<file path="src/rtl/write_port_sel_pipe.sv">
// Register-file write-port selector with a write-back delay line.
// Also tracks in-flight destinations to flag read-after-write hazards.
module write_port_sel_pipe #(
  parameter int ADDR_W   = 5,
  parameter int DEPTH    = 3,
  parameter int LINK_REG = 31
) (
  input  logic                         clk,
  input  logic                         reset,
  input  logic                         valid_in,
  input  logic [1:0]                   sel_in,
  input  logic [ADDR_W-1:0]            R1,
  input  logic [ADDR_W-1:0]            R2,
  input  logic                         stall,
  input  logic                         flush,
  input  logic [ADDR_W-1:0]            query_a,
  input  logic [ADDR_W-1:0]            query_b,
  output logic [ADDR_W-1:0]            WritePort,
  output logic                         write_en,
  output logic                         hazard_a,
  output logic                         hazard_b,
  output logic [$clog2(DEPTH+1)-1:0]   inflight_count
);

  localparam int CW = $clog2(DEPTH + 1);
  localparam logic [ADDR_W-1:0] LINK = ADDR_W'(LINK_REG);

  logic [DEPTH-1:0]             vld_q, vld_d;
  logic [DEPTH-1:0][ADDR_W-1:0] addr_q, addr_d;
  logic [ADDR_W-1:0]            dest;
  logic                         new_vld;

  // Pick the destination for the instruction leaving decode.
  always_comb begin
    dest = '0;
    unique case (sel_in)
      2'b00:   dest = R1;
      2'b01:   dest = R2;
      2'b10:   dest = LINK;
      default: dest = '0;
    endcase
    new_vld = valid_in && (sel_in != 2'b11) && (dest != '0);
  end

  // Next state: flush clears valids, stall holds, otherwise shift.
  always_comb begin
    vld_d  = vld_q;
    addr_d = addr_q;
    if (flush) begin
      vld_d = '0;
    end else if (!stall) begin
      vld_d[0]  = new_vld;
      addr_d[0] = dest;
      for (int i = 1; i < DEPTH; i++) begin
        vld_d[i]  = vld_q[i-1];
        addr_d[i] = addr_q[i-1];
      end
    end
  end

  // Stage registers with asynchronous clear.
  always_ff @(posedge clk or posedge reset) begin
    if (reset) begin
      vld_q  <= '0;
      addr_q <= '0;
    end else begin
      vld_q  <= vld_d;
      addr_q <= addr_d;
    end
  end

  // Tail write, hazard match and occupancy from registered state.
  always_comb begin
    WritePort      = addr_q[DEPTH-1];
    write_en       = vld_q[DEPTH-1] & ~stall;
    hazard_a       = 1'b0;
    hazard_b       = 1'b0;
    inflight_count = '0;
    for (int i = 0; i < DEPTH; i++) begin
      if (vld_q[i] && addr_q[i] == query_a) hazard_a = 1'b1;
      if (vld_q[i] && addr_q[i] == query_b) hazard_b = 1'b1;
      inflight_count = inflight_count + CW'(vld_q[i]);
    end
    if (query_a == '0) hazard_a = 1'b0;
    if (query_b == '0) hazard_b = 1'b0;
  end

endmodule

</file>
<file path="config.mk">
export PLATFORM = sky130hd
export DESIGN_NAME = write_port_sel_pipe
export DESIGN_NICKNAME = d
export VERILOG_FILES = /design/src/rtl/write_port_sel_pipe.sv
export SDC_FILE = /design/constraint.sdc
export NUM_CORES = 1
export LEC_CHECK = 0
export CORE_UTILIZATION = 42
export CTS_CLUSTER_DIAMETER = 80
export CTS_CLUSTER_SIZE = 16
export DETAILED_ROUTE_END_ITERATION = 7
export MAX_ROUTING_LAYER = met4
export PLACE_DENSITY = 0.79
export SYNTH_ARGS = -nofsm -noshare
export SYNTH_HDL_FRONTEND = slang
export SYNTH_SLANG_ARGS = --single-unit
</file>
<file path="constraint.sdc">
create_clock -name clk -period 1.2 [get_ports clk]
set_input_delay 0.24 -clock clk [delete_from_list [all_inputs] [get_ports clk]]
set_output_delay 0.24 -clock clk [all_outputs]
set_load 0.1 [all_outputs]
</file>
# ---- After elaboration in Yosys (flattened, before gate mapping)
# Cells that the tools add are included.
# Widths: inputs -> output; s select.
dict set report classes {
  eq_ne 10
  n_mux 11
  add_sub_neg 2
  bitwise 3
  reduce_logical 13
}
# op count
set op_table {}
lappend op_table {{$eq 5x5->1} 6}
lappend op_table {{$pmux 5 s3} 1}
lappend op_table {{$logic_not 5->1} 2}
lappend op_table {{$logic_and 1x1->1} 8}
lappend op_table {{$mux 1} 8}
lappend op_table {{$mux 3} 2}
lappend op_table {{$reduce_bool 5->1} 1}
lappend op_table {{$add 1x1->2} 1}
lappend op_table {{$add 2x1->2} 1}
lappend op_table {{$eq 2x1->1 const B} 1}
lappend op_table {{$eq 2x2->1 const B} 1}
lappend op_table {{$logic_not 2->1} 1}
lappend op_table {{$ne 2x1->1 const B} 1}
lappend op_table {{$ne 2x2->1 const B} 1}
lappend op_table {{$not 1->1} 2}
lappend op_table {{$reduce_and 2->1} 1}
lappend op_table {{$and 1x1->1} 1}
dict set report word_totals {
  output_inout_bits 10
  register_bits 18
  elab_cells 43
  inputBits 27
}

# ---- Depth between registers and ports, before layout
dict set report logic_depth {
  word_depth 6
  mapped_depth 4
  depth_no_buf 4
}

# ---- Worst setup path before layout
# No wires, ideal clock.
dict set report synth_path {
  path_kind {register -> output}
  from {reg addr_q, in the netlist WritePort[0]}
  to {out hazard_a}
  n_path_buf 0
  slack_ps -1456
  path_stages_with_launch 5
  arrival_time_ps 2416
  required_time_ps 960
  cell_sequence {dfrtp_1 -> xor2_1 -> nor4_1 -> a32oi_1 -> a21oi_1}
}
dict set report synth_between {
  elab_chain_cells 4
}
# element line_no
set synth_rtl {}
lappend synth_rtl {{from (decl)} 29} ;# logic [DEPTH-1:0][ADDR_W-1:0] addr_q, addr_d;
lappend synth_rtl {{from (signal assigned)} 68} ;# addr_q <= addr_d;
lappend synth_rtl {{$eq 5x5->1} 80} ;# if (vld_q[i] && addr_q[i] == query_a) hazard_a = 1'b1;
lappend synth_rtl {{$logic_and 1x1->1} 80}
lappend synth_rtl {{$mux 1} 80}
lappend synth_rtl {{$mux 1} 84} ;# if (query_a == '0) hazard_a = 1'b0;
lappend synth_rtl {{to (decl)} 20} ;# output logic hazard_a,
# Every way passes these cells.

# ---- Final worst setup path
dict set report layout_path {
  from {reg addr_q[8] (netlist bit)}
  to {out hazard_b}
}
dict set report layout_between {
  elab_chain_cells 5
}
# element line_no
set layout_rtl {}
lappend layout_rtl {{$eq 5x5->1} 81} ;# if (vld_q[i] && addr_q[i] == query_b) hazard_b = 1'b1;
lappend layout_rtl {{$logic_and 1x1->1} 81}
lappend layout_rtl {{$mux 1 (2 in series)} 81}
lappend layout_rtl {{$mux 1} 85} ;# if (query_b == '0) hazard_b = 1'b0;
lappend layout_rtl {{to (decl)} 21} ;# output logic hazard_b,
# Every way passes these cells.

==> results.cfg <==
[run_status]
status = finished, violations left
violations = negative setup slack

[global_routing]
antenna_found_initial = 0
met2_usage_pct = 45.3
grtUsageMet3_pct = 3.02
grt_pass1_wl_um = 5830
busiest_layer = met2
grt_pass1_vias = 1357
grt_overflow = 0
grt_max_degree = 19
grt.total_usage_pct = 25.1
grtUsageMet1_pct = 28.0

[cts]
h-tree-depth = 1
clk_pin_slew_ps = 100
cts_max_path_buffers = 2
insertion_delay_ps = 300
cts_sinks = 18
cts_tree = yes
cts_buffers = 3
root_buffer = clkbuf_4

[route]
vias = 1269
route.detailed.wl_per_inst_um = 13.7
routed_wl_um = 3370
drt.antenna.violating_nets = 0
vias_per_cell = 5.16
first_pass_iters = 4
drtIter0Drc = 29
drc = 0

[critical_path]
cpLargestDelayFamily = simple AND/OR/NAND/NOR gates
slowest_delay_ps = 440
cp.required_ps = 960
critical_path_depth = 5
setup.worst_path.end_class = output pin
endpoint = hazard_b
path_cells = xor2_1, nor4_1, nand3_1, a21oi_4, buf_12
start_kind = flip-flop
path_max_fanout = 3
r2r_cells = 3
r2r_slack_ps = 140
worstReg2RegStart = vld_q[0]
cp_slowest_cell = dfrtp_1
reg2reg_to = vld_q[0]
criticalPathCategory = reg -> out
startpoint = addr_q[8]
cp_num_buf_inv = 1
arrival_ps = 1790

[timing]
fmax_mhz = 493
setup_tns_ps = -3210
fin_crit_sh_pct = 169
finalCriticalPeriod_ps = 2030
setup_violations = 10
maxSlewViolCount = 0
slew_headroom_pct = 81.0
hold_viol_final = 0
worst_pin_slew_ps = 282
rsz0062_at_grt = yes
setup_slack_ps = -830
fin_skew_ps = 1.33

[yosys]
syn_area_um2 = 1220
synth_compound_area_share_pct = 10.1
synth-adder-area-share_pct = 1.64
ys_ff_latch = 18
yosysSeqAreaShare_pct = 36.9
synth_nets = 174
synthSimpleGateAreaFrac_pct = 22.3
muxShareOfSynthArea_pct = 1.64
synth_top_family_by_area = simple AND/OR/NAND/NOR gates
async_reset_ff_share_pct = 100
synth_flop_cell = dfrtp_1
syn_avg_cell_area_um2 = 8.36
syn_inst = 146
ys_warn_count = 0
synthXorXnorAreaFrac_pct = 21.5
yosysUniqueCellTypes = 25
synth_edf_count = 0

[placed_design]
portBuffers = 36
place_congestion = 0.926
place_hpwl_um = 2740

[cells_and_area]
fin_util_pct = 75.6
fillers = 208
area_growth_syn_to_layout_pct = 70.9
drive_above_1_share_pct = 31.6
n_antenna_cell = 0
nets = 244

[power_and_ir_drop]
power_mw = 2.35
p_per_area_nw_per_um2 = 1130
ir_drop_mv = 1.33
p_leak_nw = 1.02

[floorplan]
core_um2 = 2760
ioPinCount = 37
die_x_um = 55.9
start_util_pct = 44.2
die_area_um2 = 3120
num_rows = 19
fp.dieH_um = 55.9

[run]
maxCapViolCount = 0

[worst_hold_path]
hold_class = in -> async
## state kept, by name, indices dropped and copies added (netlist names)
name,flops
addr_q,10
vld_q,3
WritePort,5
## worst min-delay path by stage
stage | slack, ps | to | startpoint | depth (start not counted)
after floorplan | 180 | WritePort[0] | reset | 1
after global placement | 560 | addr_q[9] | reset | 3
after detailed placement | 580 | addr_q[4] | reset | 3
after CTS | 250 | addr_q[5] | reset | 3
after global routing | 270 | addr_q[5] | reset | 3
final | 250 | addr_q[8] | reset | 3
## power breakdown
| part | switching (mW) | internal, mW |
|---|---|---|
| Clock | 0.198 | 0.185 |
| Combinational | 0.612 | 0.548 |
| Sequential | 0.110 | 0.694 |
| Total | 0.920 | 1.43 |
## metal layers
layer	vias up	part of all wire, %
met2	49	51
met4	0	2.6
li1	622	-
met1	588	41
met3	10	4.8
met5	-	0
## placed cells by master, fill, tap and decap left out, types with 2 or more instances in the layout
cell type         n
buf_12           10
nor4_2            5
dfrtp_1          17
or2_4             2
o21ai_1           3
a21oi_4           2
or4_1             3
dlygate4sd2_1     6
nand2_1          35
o21ai_0          10
mux2i_1           2
clkdlybuf4s15_1   2
xnor2_1           6
a32oi_2           2
buf_6             6
nor4_1            2
inv_1             6
and2_1            2
buf_4            31
nor2_1            6
nand3_1           2
clkdlybuf4s50_1  16
clkbuf_4          3
xor2_1           24
## metrics by stage
step	hold WS (ps)	instances	cell area, um2	setup slack [ps]
2_1_floorplan	179	146	1250	-606
3_3_place_gp	564	238	1950	-868
3_5_place_dp	578	238	1950	-941
4_1_cts	249	245	2040	-860
5_1_grt	265	246	2080	-943
6_report	249	246	2080	-830
## synthesized netlist by cell type (3+ instances only)
master	instances	area [um2]
xnor2_1	6	52.6
nand2_1	35	131
xor2_1	24	210
nor4_1	7	43.8
buf_4	5	37.5
nor2_1	7	26.3
or4_1	3	22.5
o21ai_0	12	60.1
a21oi_1	3	15.0
dfrtp_1	18	450
inv_1	6	22.5
## worst register-to-register path: stages, from the launching register on
cell     delay [ps]
dfrtp_1         440
buf_4           160
buf_4           130
a32o_2          230
## logic make-up (layout without fill, tap and decap cells)
family | Yosys count | in the layout
muxes | 2 | 2
xor gates and xnor gates | 30 | 30
buffers and inverters | 14 | 83
and+or+nand+nor | 60 | 60
DFF | 18 | 18
adders and majority gates | 1 | 1
AOI/OAI and AO/OA | 21 | 21
## repair_timing
item                                    in CTS  in global routing
gates resized for setup                     19                 16
setup buffers                                4                  2
endpoints found under the setup margin      11                 21
pin swaps                                   12                  6
hold buffers                                 0                  0
## final cells by class
type	instances	area, um2	share of cell area [%]
clock buffer	4	36.3	1.74
inverter	6	22.5	1.08
sequential	18	452	21.7
timing repair buffer	73	751	36.0
multi-input combinational	114	785	37.6
tap	31	38.8	1.86
No activity file was read; power rests on OpenSTA's default activity.
